==> src/rtl/dcache_port_arbiter.sv <==
// Registered-grant arbiter sharing the single dcache port between the two EXM lanes.
// Tracks the owner of every outstanding read and steers in-order read data back to that lane.
module dcache_port_arbiter #(
    parameter int MAX_OUTST = 4,
    parameter int REQ_WD    = 106
) (
    input  logic              clk,
    input  logic              reset,
    input  logic              flush,
    input  logic [REQ_WD-1:0] req0_bus,
    output logic              req0_ready,
    output logic              rsp0_rvalid,
    output logic [31:0]       rsp0_rdata,
    input  logic [REQ_WD-1:0] req1_bus,
    output logic              req1_ready,
    output logic              rsp1_rvalid,
    output logic [31:0]       rsp1_rdata,
    output logic [REQ_WD-1:0] dc_req_bus,
    input  logic              dc_ready,
    input  logic              dc_rvalid,
    input  logic [31:0]       dc_rdata
);

    localparam int VALID_BIT    = REQ_WD - 1;
    localparam int OP_BIT       = REQ_WD - 2;
    localparam int CACOP_EN_BIT = 34;
    localparam int PTR_W        = $clog2(MAX_OUTST);
    localparam int CNT_W        = PTR_W + 1;
    localparam logic [CNT_W-1:0] CNT_FULL = CNT_W'(MAX_OUTST);

    typedef enum logic [1:0] {
        IDLE  = 2'd0,
        HOLD0 = 2'd1,
        HOLD1 = 2'd2
    } state_t;

    function automatic logic is_read(input logic [REQ_WD-1:0] bus);
        return bus[VALID_BIT] & ~bus[OP_BIT] & ~bus[CACOP_EN_BIT];
    endfunction

    state_t               state_q, state_d;
    logic                 gnt_valid, gnt_lane;
    logic [REQ_WD-1:0]    gnt_bus;
    logic                 accept, push, pop;
    logic                 fifo_full, fifo_empty;
    logic                 head_owner, head_drop;
    logic [PTR_W-1:0]     wr_ptr, rd_ptr;
    logic [CNT_W-1:0]     count;
    logic [MAX_OUTST-1:0] owner_mem, discard_mem;
    logic [31:0]          rdata0_q, rdata1_q;

    assign fifo_full  = (count == CNT_FULL);
    assign fifo_empty = (count == '0);

    // NOTE: clocked state uses non-blocking assignments so every flop samples pre-edge values.
    always_ff @(posedge clk or posedge reset) begin
        if (reset) state_q <= IDLE;
        else       state_q <= state_d;
    end

    // A lane0 read blocked by a full FIFO also blocks lane1, keeping program order.
    always_comb begin
        // NOTE: defaults on every comb output first, so no path can infer a latch.
        gnt_valid = 1'b0;
        gnt_lane  = 1'b0;
        unique case (state_q)
            IDLE: begin
                if (req0_bus[VALID_BIT]) begin
                    gnt_valid = ~(is_read(req0_bus) & fifo_full);
                end else if (req1_bus[VALID_BIT]) begin
                    gnt_valid = ~(is_read(req1_bus) & fifo_full);
                    gnt_lane  = 1'b1;
                end
            end
            HOLD0: gnt_valid = 1'b1;
            HOLD1: begin
                gnt_valid = 1'b1;
                gnt_lane  = 1'b1;
            end
            default: ;
        endcase
        if (gnt_valid && !dc_ready) state_d = gnt_lane ? HOLD1 : HOLD0;
        else                        state_d = IDLE;
    end

    always_comb begin
        gnt_bus     = gnt_lane ? req1_bus : req0_bus;
        accept      = gnt_valid & dc_ready & ~reset;
        dc_req_bus  = (gnt_valid && !reset) ? gnt_bus : '0;
        req0_ready  = accept & ~gnt_lane;
        req1_ready  = accept & gnt_lane;
        push        = accept & is_read(gnt_bus);
        pop         = dc_rvalid & ~fifo_empty & ~reset;
        head_owner  = owner_mem[rd_ptr];
        head_drop   = discard_mem[rd_ptr] | flush;
        rsp0_rvalid = pop & ~head_drop & ~head_owner;
        rsp1_rvalid = pop & ~head_drop & head_owner;
        rsp0_rdata  = rsp0_rvalid ? dc_rdata : rdata0_q;
        rsp1_rdata  = rsp1_rvalid ? dc_rdata : rdata1_q;
    end

    always_ff @(posedge clk or posedge reset) begin
        if (reset) begin
            wr_ptr   <= '0;
            rd_ptr   <= '0;
            count    <= '0;
            rdata0_q <= '0;
            rdata1_q <= '0;
        end else begin
            if (push) wr_ptr <= wr_ptr + 1'b1;
            if (pop)  rd_ptr <= rd_ptr + 1'b1;
            unique case ({push, pop})
                2'b10:   count <= count + 1'b1;
                2'b01:   count <= count - 1'b1;
                default: ;
            endcase
            if (rsp0_rvalid) rdata0_q <= dc_rdata;
            if (rsp1_rvalid) rdata1_q <= dc_rdata;
        end
    end

    // NOTE: owner storage has no reset; an entry is only read after a push has written it.
    always_ff @(posedge clk) begin
        for (int i = 0; i < MAX_OUTST; i++) begin
            if (push && wr_ptr == PTR_W'(i)) begin
                owner_mem[i]   <= gnt_lane;
                discard_mem[i] <= flush;
            end else if (flush) begin
                discard_mem[i] <= 1'b1;
            end
        end
    end

    held_valid_kept: assert property (@(posedge clk) disable iff (reset)
        (state_q != IDLE) |-> gnt_bus[VALID_BIT]);

    rvalid_has_owner: assert property (@(posedge clk) disable iff (reset)
        dc_rvalid |-> !fifo_empty);

endmodule

==> config.mk <==
export PLATFORM = sky130hd
export DESIGN_NAME = dcache_port_arbiter
export DESIGN_NICKNAME = d
export VERILOG_FILES = /design/src/rtl/dcache_port_arbiter.sv
export SDC_FILE = /design/constraint.sdc
export NUM_CORES = 1
export LEC_CHECK = 0
export BUFFER_PORTS_ARGS = -buffer_cell sky130_fd_sc_hd__buf_2
export CORE_AREA = 2 2 163 165
export DETAILED_ROUTE_END_ITERATION = 10
export DIE_AREA = 0 0 165 167
export SYNTH_ARGS = -nofsm -noshare
export SYNTH_HDL_FRONTEND = slang
export SYNTH_SLANG_ARGS = --single-unit
==> constraint.sdc <==
create_clock -name clk -period 3.9 [get_ports clk]
set_clock_uncertainty 0.15 [all_clocks]
set_input_delay 0.195 -clock clk [delete_from_list [all_inputs] [get_ports clk]]
set_output_delay 0.195 -clock clk [all_outputs]
set_load 0.02 [all_outputs]
==> run summary <==
Post-Synthesis Cells = 580
Simple-gate area share of the yosys netlist = 0.204
Max-cap viol count = 0
Area delta synth->final = 63.9%
HPWL Detailed = 20100 microns
Clock transition at path regs = 0.07 ns
Setup violators final = 0
Largest net degree at the start of global routing = 108
Post-route ant nets = 0
Share of flip-flops with an asynchronous set or reset = 0.901
Syn avg cell area = 8.45 sq um
Max FO, Critical Path = 93
Vias per inst = 4.33
Routability cong. = 0.865
Hold Worst Slack = 0.0584 ns
Internal = 0.00210 W
Clock share of power = 0.290
Total track usage = 0.171
FP Rows = 59
VDD IR max = 0.000266 V
Crit share post-route = 0.836
Via count = 5875
Yosys warnings = 0
Leading area contributor after synthesis = dfrtp_1
Mapped Nets = 838
CTS tree = done
GRT overflow = 0
Crit end category = output port
Initial Utilization = 0.190
Leak = 4.56 nW
Sequential share of power = 0.283
Cell Area, Placed = 7330 sq um
Clock period minus worst slack = 3.26 ns
First-pass GRT wire length = 34700 microns
Outcome = finished, final reports clean
Critical Path RT = 3.56 ns
Final Cell Area = 8030 sq um
M3 GR Usage = 0.0727
Mapped cell area = 4900 sq um
DRT iter0 DRCs = 325
Worst Tran Pin Value = 1.03 ns
Die W = 165 microns
First-pass DRT Iterations = 4
CTS Buf Count = 9
Vias in the first global route = 5753
Remaining DRCs = 0
Synth unique cells = 37
Most area-consuming cells after synthesis = dfrtp_1 37%, nand2_1 17%, mux2_2 15%, a21oi_1 11%, edfxtp_1 4.9%
Type of the worst setup path = register to output port
Met1 usage = 0.186
Post_cts resized = 0
Setup_tns = 0 ns
Fraction of layout instances using a drive strength above 1 = 0.516
Fmax = 0.307 GHz
Post-Synth Adder-Cell Area = 0.0245
Worst Path Arrival = 2.92 ns
Post-synth EDFFs = 8
# IOs = 423
Die area = 27600 sq um
Layout Nets = 1268
RSZ-0062 raised after global routing = false
Clock Sinks = 81
CTS Buffer Depth = 2
Post-synthesis register bit count = 81
Net switching power = 0.00137 W
Synth top area share = 0.373
Worst skew pair latency = 0.34 ns
Initial antenna violation count = 11
Primary FF master, synth = dfrtp_1
Post-synthesis mux area share = 0.159
CTS root buf = clkbuf_16
Sw Ratio = 0.395
HP Class = input port to async pin
Total Power = 0.00346 W
Power per cell area = 431 nW/um^2
Drt total wl = 24700 microns
Largest family of logic cells by synthesized area = simple AND/OR/NAND/NOR gates
Max-slew headroom = 0.315
Post-DR wirelength/cell = 18.2 microns
Register area share after synthesis = 0.422
Synth Area in Compound Gates = 0.131
Buffers added on ports = 422
Gr busiest metal = met2
Xor and xnor area share after synthesis = 0.0107
DIE HEIGHT = 167 microns
Post-CTS Setup Bufs = 0
Leading cell type in the layout, fill and taps excluded = buf_2
Logic pwr share = 0.427
Routing usage on met2 = 0.302
Most frequent cells in the layout = 422 x buf_2, 216 x nand2_1, 106 x a21oi_1
Core box area = 25800 sq um
Max-slew violations = 0
Startpoint class of the critical path = register
Number of hold violations in the final report = 0
H-Tree Level Count = 3
metal layers:
layer  vias up  wire length, microns
met5         -                    30
met4         4                   366
met3        31                  2690
met2       288                 12300
met1      2749                  9230
li1       2803                     -
path summary, 6_finish.rpt:
path                              from              to  slack (ns)  cells past startpoint
max reg2reg                 state_q[0]        count[2]        0.95                     12
min in group clk                 flush  discard_mem[2]        0.08                      2
min                              reset        count[0]        0.06                      3
min reg2reg                rdata0_q[3]     rdata0_q[3]        0.34                      1
max                         state_q[0]  dc_req_bus[67]        0.64                      8
max in group asynchronous        reset     rdata0_q[0]        2.94                      3
synthesized netlist by cell type, drive strengths merged, types with 3 or more instances:
library cell and number:
nand2 217, a21oi 107, dfrtp 73, mux2 65, clkbuf 30, buf 12
inv 11, edfxtp 8, ha 8, nor2 8, and3 4, or2 4
nand4b 3, nor3 3, xnor2 3, xor2 3
flip-flops by register name (all words and copies together) (netlist names):
signal,flops
wr_ptr,2
rdata1_q,32
count,3
owner_mem,4
discard_mem,4
rd_ptr,2
state_q,2
rdata0_q,32
worst max-delay path, stage by stage (launching register included):
cell      delay [ns]
dfrtp_1         0.35
inv_1           0.06
ha_1            0.29
nand2b_1        0.11
o2111a_1        0.29
or3_4           0.77
buf_4           0.35
a21oi_1         0.08
buf_2           0.17
cell type report:
| type | instances | area [sq um] |
|---|---|---|
| diodes | 8 | 20.0 |
| repair buffers | 461 | 2510 |
| inverters | 11 | 43.8 |
| fillers | 2784 | 17700 |
| clock buffers | 11 | 254 |
| multi-input cells | 446 | 2610 |
| flip-flops and latches | 81 | 2070 |
| clock inverters | 5 | 108 |
| well taps | 335 | 419 |
power groups by stage:
stage               sequential [W]  clock, W  combinational (W)
CTS                       0.000980   0.00104            0.00151
global placement          0.000992         0            0.00146
floorplan                 0.000979         0           0.000899
finish                    0.000979   0.00101            0.00148
global route              0.000991   0.00107            0.00163
detailed placement        0.000995         0            0.00147
cell families (layout without fill, tap and decap cells):
group | count (synthesis) | in the layout
other | 0 | 8
xor gates and xnor gates | 6 | 6
buffers and inverters | 53 | 488
muxes | 67 | 67
and+or+nand+nor | 247 | 247
AOI/OAI and AO/OA | 117 | 117
adders and majority gates | 9 | 9
DFF | 81 | 81
through the flow:
stage | util | cells | setup WS, ns
4_1_cts | 0.311 | 1350 | 0.587
5_1_grt | 0.311 | 1355 | 0.403
6_report | 0.312 | 1358 | 0.640
3_5_place_dp | 0.285 | 1302 | 0.973
2_1_floorplan | - | 580 | 0.356
3_3_place_gp | 0.285 | 1302 | 1.01
what timing repair did:
item                       in CTS  in global routing
setup endpoints to repair       0                  0
hold endpoints to repair       62                  0
hold buffers                   32                  0
(Power assumes the default switching activity.)
